==> config.mk <==
export PLATFORM = sky130hd
export DESIGN_NAME = sw_job_sequencer_flat
export DESIGN_NICKNAME = d
export VERILOG_FILES = /design/src/rtl/sw_job_sequencer_if.sv /design/src/rtl/sw_job_sequencer.sv /design/src/flat_wrapper.sv
export SDC_FILE = /design/constraint.sdc
export NUM_CORES = 1
export LEC_CHECK = 0
export ABC_CLOCK_PERIOD_IN_PS = 5600
export CAP_MARGIN = 20
export CORE_ASPECT_RATIO = 2
export CORE_MARGIN = 5
export CORE_UTILIZATION = 45
export DETAILED_ROUTE_END_ITERATION = 12
export HOLD_SLACK_MARGIN = 0.06
export PLACE_DENSITY = 0.73
export SYNTH_ARGS = -nofsm -noshare
export SYNTH_HDL_FRONTEND = slang
export SYNTH_SLANG_ARGS = --single-unit
==> constraint.sdc <==
create_clock -name clk -period 5.6 [get_ports clk]
set_clock_uncertainty 0.15 [all_clocks]
set_input_delay 1.68 -clock clk [delete_from_list [all_inputs] [get_ports clk]]
set_output_delay 1.68 -clock clk [all_outputs]
set_load 0.02 [all_outputs]
==> src/rtl/sw_job_sequencer_if.sv <==
// Host stream, core launch/score and result handshake signals of sw_job_sequencer.
// master = sequencer side, slave = host/core/consumer side.
interface sw_job_sequencer_if #(
   parameter int SCORE_W = 7
);
   logic               host_valid;
   logic               host_ready;
   logic [7:0]         host_qry;
   logic [7:0]         host_db;
   logic               core_ready;
   logic               core_start;
   logic [7:0]         core_qry;
   logic [7:0]         core_db;
   logic               core_output_valid;
   logic [SCORE_W-1:0] core_score;
   logic               res_valid;
   logic               res_ready;
   logic [SCORE_W-1:0] res_score;
   logic               res_timeout;

   modport master (
      input  host_valid, host_qry, host_db, core_ready, core_output_valid, core_score, res_ready,
      output host_ready, core_start, core_qry, core_db, res_valid, res_score, res_timeout
   );

   modport slave (
      output host_valid, host_qry, host_db, core_ready, core_output_valid, core_score, res_ready,
      input  host_ready, core_start, core_qry, core_db, res_valid, res_score, res_timeout
   );
endinterface

==> src/rtl/sw_job_sequencer.sv <==
// Job controller for the Smith-Waterman core: buffer one sequence pair, launch, stream, capture score.
// Optional watchdog on the COMPUTE phase is enabled by defining SW_TIMEOUT_EN.
module sw_job_sequencer #(
   parameter int SEQ_BYTES   = 4,
   parameter int SCORE_W     = 7,
   parameter int TIMEOUT_CYC = 1023
) (
   input  logic                clk,
   input  logic                rst,
   sw_job_sequencer_if.master  sif,
   output logic                busy,
   output logic [7:0]          job_cnt
);
   localparam int IDX_W = (SEQ_BYTES > 1) ? $clog2(SEQ_BYTES) : 1;
   localparam logic [IDX_W-1:0] LAST_IDX = IDX_W'(SEQ_BYTES - 1);

   if (SEQ_BYTES < 1 || SEQ_BYTES > 16 || TIMEOUT_CYC < 2) begin : g_param_check
      $error("sw_job_sequencer: parameter outside legal range");
   end

   typedef enum logic [2:0] {
      S_LOAD,
      S_WAIT_RDY,
      S_START,
      S_STREAM,
      S_COMPUTE,
      S_RESULT
   } state_t;

   state_t             r_state, w_state_next;
   logic [IDX_W-1:0]   r_idx, w_idx_next;
   logic [7:0]         r_qry_buf [SEQ_BYTES];
   logic [7:0]         r_db_buf  [SEQ_BYTES];
   logic [SCORE_W-1:0] r_res_score, w_res_score_next;
   logic               r_res_timeout, w_res_timeout_next;
   logic [7:0]         r_job_cnt, w_job_cnt_next;
   logic               w_accept;
   logic               w_streaming;
   logic               w_wd_expired;

`ifdef SW_TIMEOUT_EN
   localparam int WD_W = $clog2(TIMEOUT_CYC + 1);
   localparam logic [WD_W-1:0] WD_LAST = WD_W'(TIMEOUT_CYC - 1);
   logic [WD_W-1:0] r_wd;

   // Held at zero outside COMPUTE so it always starts from 0 on entry.
   always_ff @(posedge clk) begin
      if (rst || r_state != S_COMPUTE) begin
         r_wd <= '0;
      end else begin
         r_wd <= r_wd + WD_W'(1);
      end
   end

   assign w_wd_expired = (r_wd == WD_LAST);
`else
   assign w_wd_expired = 1'b0;
`endif

   assign w_accept    = sif.host_valid && (r_state == S_LOAD);
   assign w_streaming = (r_state == S_START) || (r_state == S_STREAM);

   always_ff @(posedge clk) begin
      if (w_accept) begin
         r_qry_buf[r_idx] <= sif.host_qry;
         r_db_buf[r_idx]  <= sif.host_db;
      end
   end

   always_ff @(posedge clk) begin
      if (rst) begin
         r_state       <= S_LOAD;
         r_idx         <= '0;
         r_res_score   <= '0;
         r_res_timeout <= 1'b0;
         r_job_cnt     <= '0;
      end else begin
         r_state       <= w_state_next;
         r_idx         <= w_idx_next;
         r_res_score   <= w_res_score_next;
         r_res_timeout <= w_res_timeout_next;
         r_job_cnt     <= w_job_cnt_next;
      end
   end

   // The single index serves both the load and the stream phase; it is 0 whenever a phase begins.
   always_comb begin
      w_state_next       = r_state;
      w_idx_next         = r_idx;
      w_res_score_next   = r_res_score;
      w_res_timeout_next = r_res_timeout;
      w_job_cnt_next     = r_job_cnt;
      case (r_state)
         S_LOAD: begin
            if (w_accept) begin
               if (r_idx == LAST_IDX) begin
                  w_idx_next   = '0;
                  w_state_next = S_WAIT_RDY;
               end else begin
                  w_idx_next = r_idx + IDX_W'(1);
               end
            end
         end
         S_WAIT_RDY: begin
            if (sif.core_ready) begin
               w_state_next = S_START;
            end
         end
         S_START: begin
            if (SEQ_BYTES == 1) begin
               w_state_next = S_COMPUTE;
            end else begin
               w_idx_next   = r_idx + IDX_W'(1);
               w_state_next = S_STREAM;
            end
         end
         S_STREAM: begin
            if (r_idx == LAST_IDX) begin
               w_idx_next   = '0;
               w_state_next = S_COMPUTE;
            end else begin
               w_idx_next = r_idx + IDX_W'(1);
            end
         end
         S_COMPUTE: begin
            // A score arriving on the watchdog's last cycle takes priority.
            if (sif.core_output_valid) begin
               w_res_score_next   = sif.core_score;
               w_res_timeout_next = 1'b0;
               w_state_next       = S_RESULT;
            end else if (w_wd_expired) begin
               w_res_score_next   = '0;
               w_res_timeout_next = 1'b1;
               w_state_next       = S_RESULT;
            end
         end
         S_RESULT: begin
            if (sif.res_ready) begin
               w_job_cnt_next = r_job_cnt + 8'd1;
               w_idx_next     = '0;
               w_state_next   = S_LOAD;
            end
         end
         default: begin
            w_state_next = S_LOAD;
            w_idx_next   = '0;
         end
      endcase
   end

   assign sif.host_ready  = (r_state == S_LOAD);
   assign sif.core_start  = (r_state == S_START);
   assign sif.core_qry    = w_streaming ? r_qry_buf[r_idx] : 8'd0;
   assign sif.core_db     = w_streaming ? r_db_buf[r_idx]  : 8'd0;
   assign sif.res_valid   = (r_state == S_RESULT);
   assign sif.res_score   = r_res_score;
   assign sif.res_timeout = r_res_timeout;
   assign busy            = (r_state != S_LOAD);
   assign job_cnt         = r_job_cnt;

endmodule

==> src/flat_wrapper.sv <==
// flat-port wrapper written by rule: the top's interface ports become plain ports
module sw_job_sequencer_flat 
#(
   parameter int SEQ_BYTES   = 4,
   parameter int SCORE_W     = 7,
   parameter int TIMEOUT_CYC = 1023
)
  (clk, rst, busy, job_cnt, sif_host_valid, sif_host_qry, sif_host_db, sif_core_ready, sif_core_output_valid, sif_core_score, sif_res_ready, sif_host_ready, sif_core_start, sif_core_qry, sif_core_db, sif_res_valid, sif_res_score, sif_res_timeout);
  sw_job_sequencer_if #(.SCORE_W(SCORE_W)) sif_i ();
  input  logic clk;
  input  logic rst;
  output logic busy;
  output logic [7:0] job_cnt;
  input wire logic [$bits(sif_i.host_valid)-1:0] sif_host_valid;
  input wire logic [$bits(sif_i.host_qry)-1:0] sif_host_qry;
  input wire logic [$bits(sif_i.host_db)-1:0] sif_host_db;
  input wire logic [$bits(sif_i.core_ready)-1:0] sif_core_ready;
  input wire logic [$bits(sif_i.core_output_valid)-1:0] sif_core_output_valid;
  input wire logic [$bits(sif_i.core_score)-1:0] sif_core_score;
  input wire logic [$bits(sif_i.res_ready)-1:0] sif_res_ready;
  output wire logic [$bits(sif_i.host_ready)-1:0] sif_host_ready;
  output wire logic [$bits(sif_i.core_start)-1:0] sif_core_start;
  output wire logic [$bits(sif_i.core_qry)-1:0] sif_core_qry;
  output wire logic [$bits(sif_i.core_db)-1:0] sif_core_db;
  output wire logic [$bits(sif_i.res_valid)-1:0] sif_res_valid;
  output wire logic [$bits(sif_i.res_score)-1:0] sif_res_score;
  output wire logic [$bits(sif_i.res_timeout)-1:0] sif_res_timeout;
  assign sif_i.host_valid = sif_host_valid;
  assign sif_i.host_qry = sif_host_qry;
  assign sif_i.host_db = sif_host_db;
  assign sif_i.core_ready = sif_core_ready;
  assign sif_i.core_output_valid = sif_core_output_valid;
  assign sif_i.core_score = sif_core_score;
  assign sif_i.res_ready = sif_res_ready;
  assign sif_host_ready = sif_i.host_ready;
  assign sif_core_start = sif_i.core_start;
  assign sif_core_qry = sif_i.core_qry;
  assign sif_core_db = sif_i.core_db;
  assign sif_res_valid = sif_i.res_valid;
  assign sif_res_score = sif_i.res_score;
  assign sif_res_timeout = sif_i.res_timeout;
  sw_job_sequencer #(.SEQ_BYTES(SEQ_BYTES), .SCORE_W(SCORE_W), .TIMEOUT_CYC(TIMEOUT_CYC)) u_core (.clk(clk), .rst(rst), .sif(sif_i), .busy(busy), .job_cnt(job_cnt));
endmodule
======== After elaboration in Yosys (flattened, before gate mapping) ========
Memories as Yosys holds them, arrays and structs flattened. A register that Yosys moved wholly into a read port is not among the register bits.
Index checks and enable logic that the tools add are counted.
word-level totals
  register bits after elaboration ......... 20
  memory bits (writable) .................. 64
  input bits .............................. 29
  word-level logic and storage cells ...... 49
  memories ................................ 2
memory list
  name              words  bits a word  read ports  clocked after Yosys merged registers in  write ports  RTL line                text
  u_core.r_db_buf   4      8            1           1                                        1            sw_job_sequencer.sv:33  logic [7:0] r_db_buf [SEQ_BYTES];
  u_core.r_qry_buf  4      8            1           1                                        1            sw_job_sequencer.sv:32  logic [7:0] r_qry_buf [SEQ_BYTES];
cells by class
  add/subtract/negate cells ............... 2
  equality and inequality tests ........... 12
  mux-type cells .......................... 19
  bitwise gates (word level) .............. 1
  reduce and logical (&&, ||, !) cells .... 9
operators with widths
  operator             number
  $mux 3               6
  $pmux 3 s6           1
  $mux 8               2
  $mux 2               7
  $pmux 2 s5           1
  $add 8x1->8 const B  1
  $ne 2x2->1 const B   4
  $eq 3x2->1 const B   2
  $eq 3x3->1 const B   2
  $reduce_and 6->1     1
  $ne 2x1->1 const B   2
  $reduce_and 2->1     2
  $eq 3x1->1 const B   1
  $logic_not 3->1      1
  $reduce_and 3->1     1
  $reduce_bool 3->1    1
  $add 2x1->2 const B  1
  $eq 2x2->1 const B   1
  $mux 1               2
  $reduce_or 2->1      1
  $logic_and 1x1->1    1
  $logic_or 1x1->1     1
  $not 1->1            1

======== Logic depth before layout (Yosys ltp) ========
  word-level depth ........................ 6
  mapped depth ............................ 6
  depth with buffers taken out ............ 5

======== Worst setup path before layout ========
OpenSTA, ideal clock, no wires.
  path kind ............................... flip-flop to output port
  start ................................... reg u_core.r_state[2]
  end ..................................... out busy
  data arrival time ....................... 1.400 ns
  required time ........................... 3.770 ns
  slack ................................... 2.370 ns
  stages on the path, launching flop included .. 4
  cell sequence ........................... dfxtp_1 -> buf_4 -> nor3_1 -> inv_1
on the way
  cells in the longest elaborated chain, start to end .. 1
ends and longest elaborated chain
  what                    RTL line                 text
  start, declared         sw_job_sequencer.sv:30   state_t r_state, w_state_next;
  start signal, assigned  sw_job_sequencer.sv:78   r_state <= w_state_next;
  $reduce_bool 3->1       sw_job_sequencer.sv:158  assign busy = (r_state != S_LOAD);
  end, declared           flat_wrapper.sv:12       output logic busy;
Every way passes these cells.

==> flow_results.org <==
** Critical path
- Setup slack of the worst register-to-register path :: 3390 ps
- Worst Setup End Kind :: output port
- Register-to-Register Path Depth :: 2
- FF-to-FF Start :: u_core.r_state[2]$_SDFFE_PP0P_
- The worst register-to-register path ends at u_core.r_db_buf[0][0]$_DFFE_PP_.
- For the worst setup path, the data arrival time is 2660 ps.
- Required time of the critical path :: 3770 ps
- Highest net fanout along the worst path :: 16
- STA classifies the critical path startpoint as a register.
- Worst setup path class :: reg -> out

** STA
- Number of failing setup endpoints in the final timing report :: 0
- For the pin with the worst max-slew slack, the measured transition is 974.3 ps.
- Setup repair after global routing left no endpoint under its margin.
- The tightest hold path in the finished design has a slack of 346.2 ps.
- Final hold violation count :: 0
- Static timing analysis puts the maximum clock frequency at 222.8 MHz.
- Measured against its own limit, the worst slew margin works out to 34.96%.
- Count of final max-slew check failures :: 0
- Dividing the final minimum period by the clock period gives 80.16%.
- The worst path needs 4489 ps of the cycle, external delays included.
- Summed over all failing endpoints, the final setup total negative slack is 0 ps.

** Worst hold path
- The startpoint identified for the worst hold timing path is u_core.sif.res_score[4]$_SDFFE_PP0P_.
- Sink of the worst hold path :: u_core.sif.res_score[4]$_SDFFE_PP0P_
- HP Class :: reg -> reg
- The worst hold path was traced through 2 stages.

** Placement
- At the end of routability-driven placement, the weighted congestion stood at 0.7627.
- IO Port Bufs :: 63
- Once detailed placement completed, the half-perimeter wirelength came to 4.365 mm.

** Clocking
- Post-CTS Hold Fix Bufs :: 0
- Maximum level of the CTS H-tree :: 3
- In this run, post-CTS repair resized a total of 0 instances.
- The tree is rooted in a sky130_fd_sc_hd__clkbuf_16.
- Worst-Skew Late Latency :: 330 ps
- TritonCTS built the clock tree.
- Num CTS Buffers :: 9
- Post-CTS setup buffer count :: 0
- Buffers from clock root to sink, at most :: 2
- Clock-pin slew was measured on the worst setup and hold paths at 60 ps.
- CTS saw 86 sinks.

** Routing
- Initial DRC Count :: 98
- The final layout contains routed wiring with a total length of 6.178 mm.
- Post-route ant nets :: 0
- Number of vias after detailed routing :: 1952
- Using the TritonRoute via totals, the vias-per-cell ratio works out to 5.137.
- Number of remaining DRC errors :: 0
- In the final routed layout, each cell accounts on average for 16.26 um.
- The pre-antenna-repair detailed-routing pass consisted of 6 iterations.

** Logic synthesis
- The number of nets in the synthesized netlist is 253.
- Sequential elements use 66.97% of the synthesized area.
- Yosys mapped the design onto 38 distinct sky130hd cell types.
- The synthesized design devotes to its leading area cell type 54.49% of total area.
- Among all flip-flop cells after synthesis, the most frequent one is sky130_fd_sc_hd__edfxtp_1.
- Main area contributors after synthesis :: sky130_fd_sc_hd__edfxtp_1, sky130_fd_sc_hd__dfxtp_1, sky130_fd_sc_hd__mux4_2, sky130_fd_sc_hd__mux4_1, sky130_fd_sc_hd__mux2i_1
- The biggest area contributor in the post-synthesis netlist is sky130_fd_sc_hd__edfxtp_1.
- The Yosys step of the flow raised 0 warnings.
- In this run, synthesis produced a sequential element count of 86.
- Mean cell area of the mapped netlist :: 16.11 sq um
- The cell count after synthesis came out at 219.
- The mapped netlist covers 3527 sq um.
- Number of enable-type register cells in the synthesized netlist :: 64
- Counting flops with an async set or reset pin after synthesis yields a share of 0%.

** Finish
- Layout cells sized above 1 :: 10.49%
- The repair_antennas step left the layout with diodes totalling 0.
- Syn-to-layout area delta :: 26.29%
- After the last flow step, the layout net total stands at 315.

** Outcome
- Run status :: complete, no violations

** GRT
- The number of antenna violations at the first check in global routing came to 0.
- Entering global routing, the biggest net connects 22 pins.
- GRT overflow :: 0
- The via count of the first global-routing pass came to 2038.
- Global routing usage summed across all routing layers :: 13.72%
- First-pass GRT wire length :: 9.963 mm

** Floorplan
- I/O pins :: 65
- Number of standard-cell rows in the floorplan :: 45
- Height of the die :: 135.2 um
- Floorplan Core Area :: 7601 sq um
- The die covers 9816 sq um.
- Die Wd :: 72.60 um
- For this configuration, the core starts out at a cell density of 46.40%.

** Power and ir drop
- For this design the ratio of total power to cell area is 317.5 nW/um^2.
- Net switching is 21.81% of the power.
- The internal power of the cells totals 1106 uW.
- Across the VDD grid, the largest voltage drop is 0.0002271 V.
- Portion of total power attributed to the clock network :: 37.0%
- Static Leakage :: 0.001498 uW
- Seq pwr share :: 53.0%
- In this run the power spent charging and discharging nets is 308.4 uW.
- The share of total power dissipated in combinational logic is 10.0%.

** Flow run
- Max-cap violations in this run came to 0.
[cell type report]
| class | count | area (sq um) |
|---|---|---|
| multi-input cells | 116 | 1059 |
| repair buffers | 63 | 630.6 |
| well taps | 94 | 117.6 |
| clock inverters | 6 | 37.54 |
| inverters | 5 | 18.77 |
| fillers | 594 | 3147 |
| clock buffers | 10 | 229.0 |
| flip-flops and latches | 86 | 2362 |
[power groups by stage]
| stage | registers [uW] | clock network, uW | logic, uW |
|---|---|---|---|
| after floorplan | 743 | 0 | 113 |
| after global placement | 763 | 0 | 141 |
| after detailed placement | 765 | 0 | 144 |
| after CTS | 752 | 538 | 144 |
| after global routing | 755 | 566 | 152 |
| final | 750 | 523 | 141 |
[routing by layer]
metal	wire (um)	track usage [%]	vias to the layer above
met3	351	4.532	11
met1	2240	13.86	940
li1	-	-	943
met5	0	0	-
met4	161	7.084	0
met2	3426	24.30	58
[stage by stage]
| stage | worst slack [ps] | utilization [%] | total power [uW] | cell area [sq um] | instances |
|---|---|---|---|---|---|
| floorplan | 2370 | - | 856.1 | 3527 | 219 |
| global placement | 1377 | 55.09 | 903.9 | 4188 | 364 |
| detailed placement | 1404 | 55.09 | 908.4 | 4188 | 364 |
| CTS | 1031 | 58.60 | 1433 | 4454 | 380 |
| global route | 900.7 | 58.60 | 1473 | 4454 | 380 |
| finish | 1111 | 58.60 | 1414 | 4454 | 380 |
[flip-flops by register name, summed over array words and instances, names as in the netlist, named ones only]
| signal | cells |
|---|---|
| u_core.sif.res_score | 7 |
| u_core.r_db_buf | 32 |
| u_core.r_qry_buf | 32 |
| u_core.r_state | 3 |
| u_core.job_cnt | 8 |
| u_core.r_idx | 2 |
[kinds of logic (layout without fill, tap and decap cells)]
kind of cell	after synthesis	after routing	synth area share (%)
buf+inv	17	84	3.015
other cells	1	1	0.1063
flops	86	86	66.97
simple gates	68	68	11.32
fa+ha+maj	5	5	1.774
compound gates	11	11	1.951
xor+xnor	7	7	1.738
mux	24	24	13.13
[synthesized netlist by cell type (6+ instances only)]
cell type and number:
sky130_fd_sc_hd__a21oi_1 6, sky130_fd_sc_hd__dfxtp_1 22, sky130_fd_sc_hd__edfxtp_1 64, sky130_fd_sc_hd__mux2i_1 8, sky130_fd_sc_hd__mux4_1 6, sky130_fd_sc_hd__mux4_2 10, sky130_fd_sc_hd__nand2b_1 6, sky130_fd_sc_hd__nor2_1 20
sky130_fd_sc_hd__nor2b_1 11, sky130_fd_sc_hd__nor3_1 6, sky130_fd_sc_hd__xor2_1 6
[layout by cell type (no fill, tap or decap), types with 3 or more instances in the layout]
master                            count
sky130_fd_sc_hd__edfxtp_1            64
sky130_fd_sc_hd__clkdlybuf4s50_1     63
sky130_fd_sc_hd__dfxtp_1             22
sky130_fd_sc_hd__nor2_1              20
sky130_fd_sc_hd__nor2b_1             11
sky130_fd_sc_hd__mux4_2              10
sky130_fd_sc_hd__clkbuf_16            9
sky130_fd_sc_hd__mux2i_1              8
sky130_fd_sc_hd__mux4_1               6
sky130_fd_sc_hd__nor3_1               6
sky130_fd_sc_hd__nand2b_1             6
sky130_fd_sc_hd__xor2_1               6
sky130_fd_sc_hd__a21oi_1              6
sky130_fd_sc_hd__inv_1                5
sky130_fd_sc_hd__and3_1               5
sky130_fd_sc_hd__ha_1                 5
sky130_fd_sc_hd__nor2b_4              3
sky130_fd_sc_hd__nand2_1              3
sky130_fd_sc_hd__nand3_1              3
[worst max-delay path by stage]
| stage | start | to | slack, ps | cells past startpoint |
|---|---|---|---|---|
| after floorplan | u_core.r_state[2]$_SDFFE_PP0P_ | busy | 2370 | 3 |
| after global placement | register | sif_core_qry[7] | 1380 | 3 |
| after detailed placement | register | sif_core_db[7] | 1400 | 3 |
| after CTS | register | sif_core_db[7] | 1030 | 3 |
| after global routing | register | sif_core_qry[7] | 900 | 3 |
| final | register | sif_core_db[7] | 1110 | 3 |
[critical path, cell delays in order, from the launching register on]
cell and delay (ps):
sky130_fd_sc_hd__dfxtp_1 960, sky130_fd_sc_hd__mux4_1 660, sky130_fd_sc_hd__and2b_1 170, sky130_fd_sc_hd__clkdlybuf4s50_1 530
Power figures use the tool's default switching activity.
